**src/rtl/key_expansion.sv**
```systemverilog
// Iterative AES-128 key schedule.
// A start loads the cipher key into slot 0 and clears slots 1..10. Each of the
// next ten clocks then derives one round key from the previous one, so finish
// rises ten cycles after the start edge. All 11 round keys are presented on one
// flat bus, with round r at [128*r +: 128].
module key_expansion #(
    parameter int NR = 10,
    parameter int KW = 128
) (
    input  logic                 clk,
    input  logic                 rst,
    input  logic [KW-1:0]        key,
    input  logic                 start,
    output logic [KW*(NR+1)-1:0] expanded_key,
    output logic                 busy,
    output logic                 finish
);

    typedef enum logic [1:0] {
        IDLE   = 2'd0,
        EXPAND = 2'd1,
        DONE   = 2'd2
    } state_t;

    // AES forward S-box. Byte 0x00 is the most significant byte of the table.
    localparam logic [2047:0] SBOX_TABLE = {
        128'h637c777bf26b6fc53001672bfed7ab76,
        128'hca82c97dfa5947f0add4a2af9ca472c0,
        128'hb7fd9326363ff7cc34a5e5f171d83115,
        128'h04c723c31896059a071280e2eb27b275,
        128'h09832c1a1b6e5aa0523bd6b329e32f84,
        128'h53d100ed20fcb15b6acbbe394a4c58cf,
        128'hd0efaafb434d338545f9027f503c9fa8,
        128'h51a3408f929d38f5bcb6da2110fff3d2,
        128'hcd0c13ec5f974417c4a77e3d645d1973,
        128'h60814fdc222a908846eeb814de5e0bdb,
        128'he0323a0a4906245cc2d3ac629195e479,
        128'he7c8376d8dd54ea96c56f4ea657aae08,
        128'hba78252e1ca6b4c6e8dd741f4bbd8b8a,
        128'h703eb5664803f60e613557b986c11d9e,
        128'he1f8981169d98e949b1e87e9ce5528df,
        128'h8ca1890dbfe6426841992d0fb054bb16
    };

    state_t                  state_r;
    state_t                  next_state_s;
    logic [3:0]              round_r;
    logic [KW*(NR+1)-1:0]    expanded_key_r;
    logic [KW-1:0]           last_key_r;
    logic [KW-1:0]           next_key_s;
    logic                    busy_r;
    logic                    finish_r;
    logic                    load_s;
    logic                    step_s;
    logic                    last_s;

    // Byte substitution through the table; byte b sits at bit offset 8*(255-b).
    function automatic logic [7:0] sub_byte(input logic [7:0] b);
        logic [10:0] idx;
        idx = {~b, 3'b000};
        return SBOX_TABLE[idx +: 8];
    endfunction

    // Apply the S-box to all four bytes of a word.
    function automatic logic [31:0] sub_word(input logic [31:0] w);
        return {sub_byte(w[31:24]), sub_byte(w[23:16]),
                sub_byte(w[15:8]),  sub_byte(w[7:0])};
    endfunction

    // Round constant for rounds 1..10; unused round numbers map to zero.
    function automatic logic [7:0] rcon(input logic [3:0] r);
        logic [7:0] rc;
        case (r)
            4'd1:    rc = 8'h01;
            4'd2:    rc = 8'h02;
            4'd3:    rc = 8'h04;
            4'd4:    rc = 8'h08;
            4'd5:    rc = 8'h10;
            4'd6:    rc = 8'h20;
            4'd7:    rc = 8'h40;
            4'd8:    rc = 8'h80;
            4'd9:    rc = 8'h1b;
            4'd10:   rc = 8'h36;
            default: rc = 8'h00;
        endcase
        return rc;
    endfunction

    // One key-schedule round: {w0..w3} -> {n0..n3} using the shared S-box path.
    function automatic logic [127:0] round_fn(input logic [127:0] prev,
                                              input logic [7:0]   rc);
        logic [31:0] w0, w1, w2, w3, t, n0, n1, n2, n3;
        w0 = prev[127:96];
        w1 = prev[95:64];
        w2 = prev[63:32];
        w3 = prev[31:0];
        t  = sub_word({w3[23:0], w3[31:24]}) ^ {rc, 24'h000000};
        n0 = w0 ^ t;
        n1 = w1 ^ n0;
        n2 = w2 ^ n1;
        n3 = w3 ^ n2;
        return {n0, n1, n2, n3};
    endfunction

    // The previous round key is kept in its own register so the datapath
    // needs no wide read mux over the eleven slots.
    always_comb begin
        next_key_s = round_fn(last_key_r, rcon(round_r));
    end

    // State register; reset returns to IDLE.
    always_ff @(posedge clk) begin
        if (rst) begin
            state_r <= IDLE;
        end else begin
            state_r <= next_state_s;
        end
    end

    // Next-state decode and datapath strobes; start is ignored while expanding.
    always_comb begin
        next_state_s = state_r;
        load_s       = 1'b0;
        step_s       = 1'b0;
        last_s       = 1'b0;
        case (state_r)
            IDLE, DONE: begin
                if (start) begin
                    load_s       = 1'b1;
                    next_state_s = EXPAND;
                end else begin
                    next_state_s = state_r;
                end
            end
            EXPAND: begin
                step_s = 1'b1;
                if (round_r == NR[3:0]) begin
                    last_s       = 1'b1;
                    next_state_s = DONE;
                end else begin
                    next_state_s = EXPAND;
                end
            end
            default: begin
                next_state_s = IDLE;
            end
        endcase
    end

    // Key slots, round counter and handshake flags. Clearing every slot on
    // reset and on load keeps stale or partial schedules off the bus.
    always_ff @(posedge clk) begin
        if (rst) begin
            expanded_key_r <= {(KW*(NR+1)){1'b0}};
            last_key_r     <= {KW{1'b0}};
            round_r        <= 4'd0;
            busy_r         <= 1'b0;
            finish_r       <= 1'b0;
        end else if (load_s) begin
            expanded_key_r <= {{(KW*NR){1'b0}}, key};
            last_key_r     <= key;
            round_r        <= 4'd1;
            busy_r         <= 1'b1;
            finish_r       <= 1'b0;
        end else if (step_s) begin
            expanded_key_r[{round_r, 7'b0000000} +: KW] <= next_key_s;
            last_key_r <= next_key_s;
            round_r    <= round_r + 4'd1;
            if (last_s) begin
                busy_r   <= 1'b0;
                finish_r <= 1'b1;
            end else begin
                busy_r   <= 1'b1;
                finish_r <= 1'b0;
            end
        end else begin
            expanded_key_r <= expanded_key_r;
            last_key_r     <= last_key_r;
            round_r        <= round_r;
            busy_r         <= busy_r;
            finish_r       <= finish_r;
        end
    end

    assign expanded_key = expanded_key_r;
    assign busy         = busy_r;
    assign finish       = finish_r;

endmodule

```
**config.mk**
```make
export PLATFORM = sky130hd
export DESIGN_NAME = key_expansion
export DESIGN_NICKNAME = d
export VERILOG_FILES = /design/src/rtl/key_expansion.sv
export SDC_FILE = /design/constraint.sdc
export NUM_CORES = 2
export LEC_CHECK = 0
export BUFFER_PORTS_ARGS = -buffer_cell sky130_fd_sc_hd__buf_4
export CORE_AREA = 10 10 590 592
export CTS_BUF_LIST = sky130_fd_sc_hd__clkbuf_8 sky130_fd_sc_hd__clkbuf_16
export DETAILED_ROUTE_END_ITERATION = 10
export DIE_AREA = 0 0 600 602
export GPL_ROUTABILITY_DRIVEN = 0
export HOLD_SLACK_MARGIN = 0.05
export MAX_ROUTING_LAYER = met4
export PLACE_DENSITY = 0.48
export SLEW_MARGIN = 40
export SYNTH_ARGS = -nofsm -noshare
export SYNTH_HDL_FRONTEND = slang
export SYNTH_SLANG_ARGS = --single-unit
```
**constraint.sdc**
```tcl
create_clock -name clk -period 6 [get_ports clk]
set_clock_uncertainty 0.1 [all_clocks]
set_input_delay 0 -clock clk [delete_from_list [all_inputs] [get_ports clk]]
set_output_delay 0 -clock clk [all_outputs]
set_load 0.005 [all_outputs]
```
==> flow_summary_export.csv <==
group,metric,value,unit
run_status,status,"completed",
sta,final-setup-viol-count,0,
sta,timing.setup.tns,0,ns
power,power,51.7,mW
logic_synthesis,syn_nets,8790,
logic_synthesis,ys_ff_latch,1544,
drt,post_drt_wl_per_cell,33.5,µm
place,dp_hpwl,357000,µm
clocking,path_clk_slew,0.06,ns
cells_and_area,multi_input_area,37000,µm²
worst_setup_path,path_max_fanout,18,
sta,post-route-period-util,90.1,%
cells_and_area,seqCellArea,30900,µm²
power,pwr-share-seq,21.5,%
die,die_w,600,µm
global_routing,grt_pass1_vias,68810,
worst_setup_path,r2r_start,"last_key_r[17]",
global_routing,overflow,0,
sta,hold_violations,0,
sta,max_freq,185,MHz
worst_setup_path,critPathArrivalTime,6.04,ns
drt,viasPerCell,5.16,
cells_and_area,postLayoutCoreUtil,29.0,%
logic_synthesis,synth-warning-count,0,
clocking,cts_resized,0,
logic_synthesis,ys_async_sr_fraction,0,%
clocking,numCtsBuffers,185,
power,vdd_drop_max,0.796,mV
worst_setup_path,rr_endpoint,"expanded_key[94]",
drt,drtPass1Iterations,9,
clocking,root_buffer,"clkbuf_16",
global_routing,grt_usage,26.1,%
power,p_int,24.1,mW
place,dpl_cell_area,88900,µm²
logic_synthesis,synth_cell_types,112,
cells_and_area,final_area,97400,µm²
worst_setup_path,r2r_cells,15,
drt,totalWireLength,490000,µm
sta,rsz0062_at_grt,"no",
power,p_switching,27.6,mW
worst_setup_path,crit_end,"expanded_key[94]",
die,rows,213,
logic_synthesis,ys.flop_type,"dfxtp_1",
power,combPwrFrac,56.1,%
sta,fin_crit,5.40,ns
drt,num_vias,75553,
die,io_pins,1541,
place,port-buffer-count,1540,
drt,route.detailed.drc,0,
cells_and_area,syn2layout_area_growth,38.3,%
sta,maxSlewViolCount,0,
sta,tightest_slew,0.990,ns
cells_and_area,drive_above_1_share,25.7,%
global_routing,antenna_found_initial,65,
clocking,holdBufCountCts,222,
clocking,h-tree-depth,4,
power,p_leak,37.2,nW
clocking,post_cts_buffers,0,
die,dieArea,361000,µm²
worst_setup_path,required,6.64,ns
clocking,cts.sinks,1544,
logic_synthesis,synth_edf_count,0,
worst_hold_path,min_path_type,"in -> reg",
global_routing,grt_max_degree,171,
die,initial_core_util,21.0,%
die,fp.dieH,602,µm
sta,setup_slack,0.596,ns
drt,drt_iter0_markers,9562,
logic_synthesis,synth_area_per_cell,8.20,µm²
place,dp_slack,1.17,ns
power,pwr-share-clk,22.4,%
logic_synthesis,yosysSeqAreaShare,43.9,%
power,switching_share,53.3,%
cells_and_area,fin_nets,10223,
die,core,336000,µm²
sta,slew_headroom,34.0,%
clocking,clk_path_buf_depth,4,
global_routing,grt_pass1_wl,643000,µm
worst_setup_path,setup.worst_path.class,"reg -> reg",
clocking,clk_latency,0.89,ns
drt,ant_nets,0,
clocking,cts_tree,"yes",
worst_setup_path,r2r_setup_slack,0.60,ns
worst_setup_path,critPathLaunchType,"flip-flop",
power,power_density,530,nW/µm²
cells_and_area,fillers,36234,
logic_synthesis,syn_inst,8596,
run,drv_cap,0,
worst_setup_path,end_kind,"flip-flop",
logic_synthesis,syn_area,70500,µm²
worst_setup_path,crit_start,"last_key_r[17]",
-- kinds of logic after synthesis --
| kind of cell | after synthesis | synth area share, % |
|---|---|---|
| flops | 1544 | 43.9 |
| simple gates | 2905 | 18.3 |
| buf+inv | 980 | 6.03 |
| xor+xnor | 288 | 4.14 |
| compound gates | 2703 | 24.0 |
| mux | 110 | 2.56 |
| fa+ha+maj | 66 | 1.16 |
-- worst min path at each step --
| stage | startpoint | to | slack (ns) | cells past startpoint |
|---|---|---|---|---|
| floorplan | key[14] | expanded_key[14] | 0.03 | 2 |
| global placement | key[21] | expanded_key[21] | 0.15 | 3 |
| detailed placement | key[34] | expanded_key[34] | 0.15 | 3 |
| CTS | key[76] | last_key_r[76] | 0.05 | 4 |
| global route | key[4] | last_key_r[4] | 0.08 | 4 |
| finish | key[29] | last_key_r[29] | 0.1 | 4 |
-- metrics by stage --
step | hold slack [ns] | cells
after floorplan | 0.0297 | 8596
after global placement | 0.146 | 14018
after detailed placement | 0.146 | 14025
after CTS | 0.0514 | 14579
after global routing | 0.0769 | 14601
final | 0.0975 | 14629
-- worst max-delay path, stage by stage (launching register included) --
cell	delay, ns
dfxtp_1	0.32
inv_1	0.04
buf_4	0.17
ha_1	0.59
buf_4	0.30
mux4_2	0.44
a2111oi_0	0.49
nand4b_1	0.20
o211ai_2	0.32
xor2_4	0.60
buf_4	0.33
a21oi_1	0.09
a21oi_1	0.13
dlygate4sd3_1	0.57
nor2_1	0.04
dlygate4sd3_1	0.56
-- cell usage in the layout, fill, tap and decap left out, types with 57 or more instances in the layout --
cell / count
inv_1: 85
buf_4: 1889
nor2b_1: 98
dlygate4sd3_1: 221
a311oi_1: 58
nor2_1: 696
dfxtp_1: 1531
ha_1: 63
clkbuf_16: 186
nand2b_1: 101
a211oi_1: 261
a22oi_1: 131
or3_1: 57
a21oi_1: 844
xnor2_1: 90
nor3_1: 143
nand3_1: 273
xnor2_2: 81
a31oi_1: 95
a22o_1: 71
o21ai_0: 712
nand2_1: 1245
-- synthesized netlist by cell type (130+ instances only) --
cell / number / area (µm²)
nor2_1: 712 / 2670
clkbuf_1: 667 / 2500
buf_2: 130 / 651
nand3_1: 283 / 1420
nand2_1: 1255 / 4710
a211oi_1: 261 / 1960
nor3_1: 149 / 746
dfxtp_1: 1544 / 30900
xnor2_1: 175 / 1530
o21ai_0: 729 / 3650
a21oi_1: 844 / 4220
a22oi_1: 131 / 983
-- power by group through the flow --
stage               combinational (mW)  sequential (mW)  clock (mW)
floorplan                         9.61             10.9           0
CTS                               28.8             11.1        11.8
finish                            29.0             11.1        11.6
global route                      29.1             11.1        12.1
global placement                  28.5             11.3           0
detailed placement                28.6             11.3           0
-- flip-flops by register name, indices dropped and copies added (netlist names) --
signal / count
state_r: 2
round_r: 4
busy: 1
last_key_r: 128
finish: 1
expanded_key: 1408
-- cell type report --
type	count	share of cell area, %
sequential	1544	31.8
antenna	48	0.123
clock inverter	98	0.859
clock buffer	234	5.45
timing repair buffer	2167	17.9
inverter	59	0.230
tap	4407	5.66
multi-input combinational	6072	38.0
-- metal layers --
layer | wire (µm) | share of wire, % | vias to the layer above | global-route usage, %
li1 | - | - | 33200 | -
met1 | 191000 | 39 | 37039 | 31.0
met2 | 223000 | 45 | 4345 | 40.6
met3 | 41900 | 8.6 | 969 | 5.79
met4 | 34600 | 7.1 | 0 | 15.2
met5 | 0 | 0 | - | -
Power figures use the tool's default switching activity.
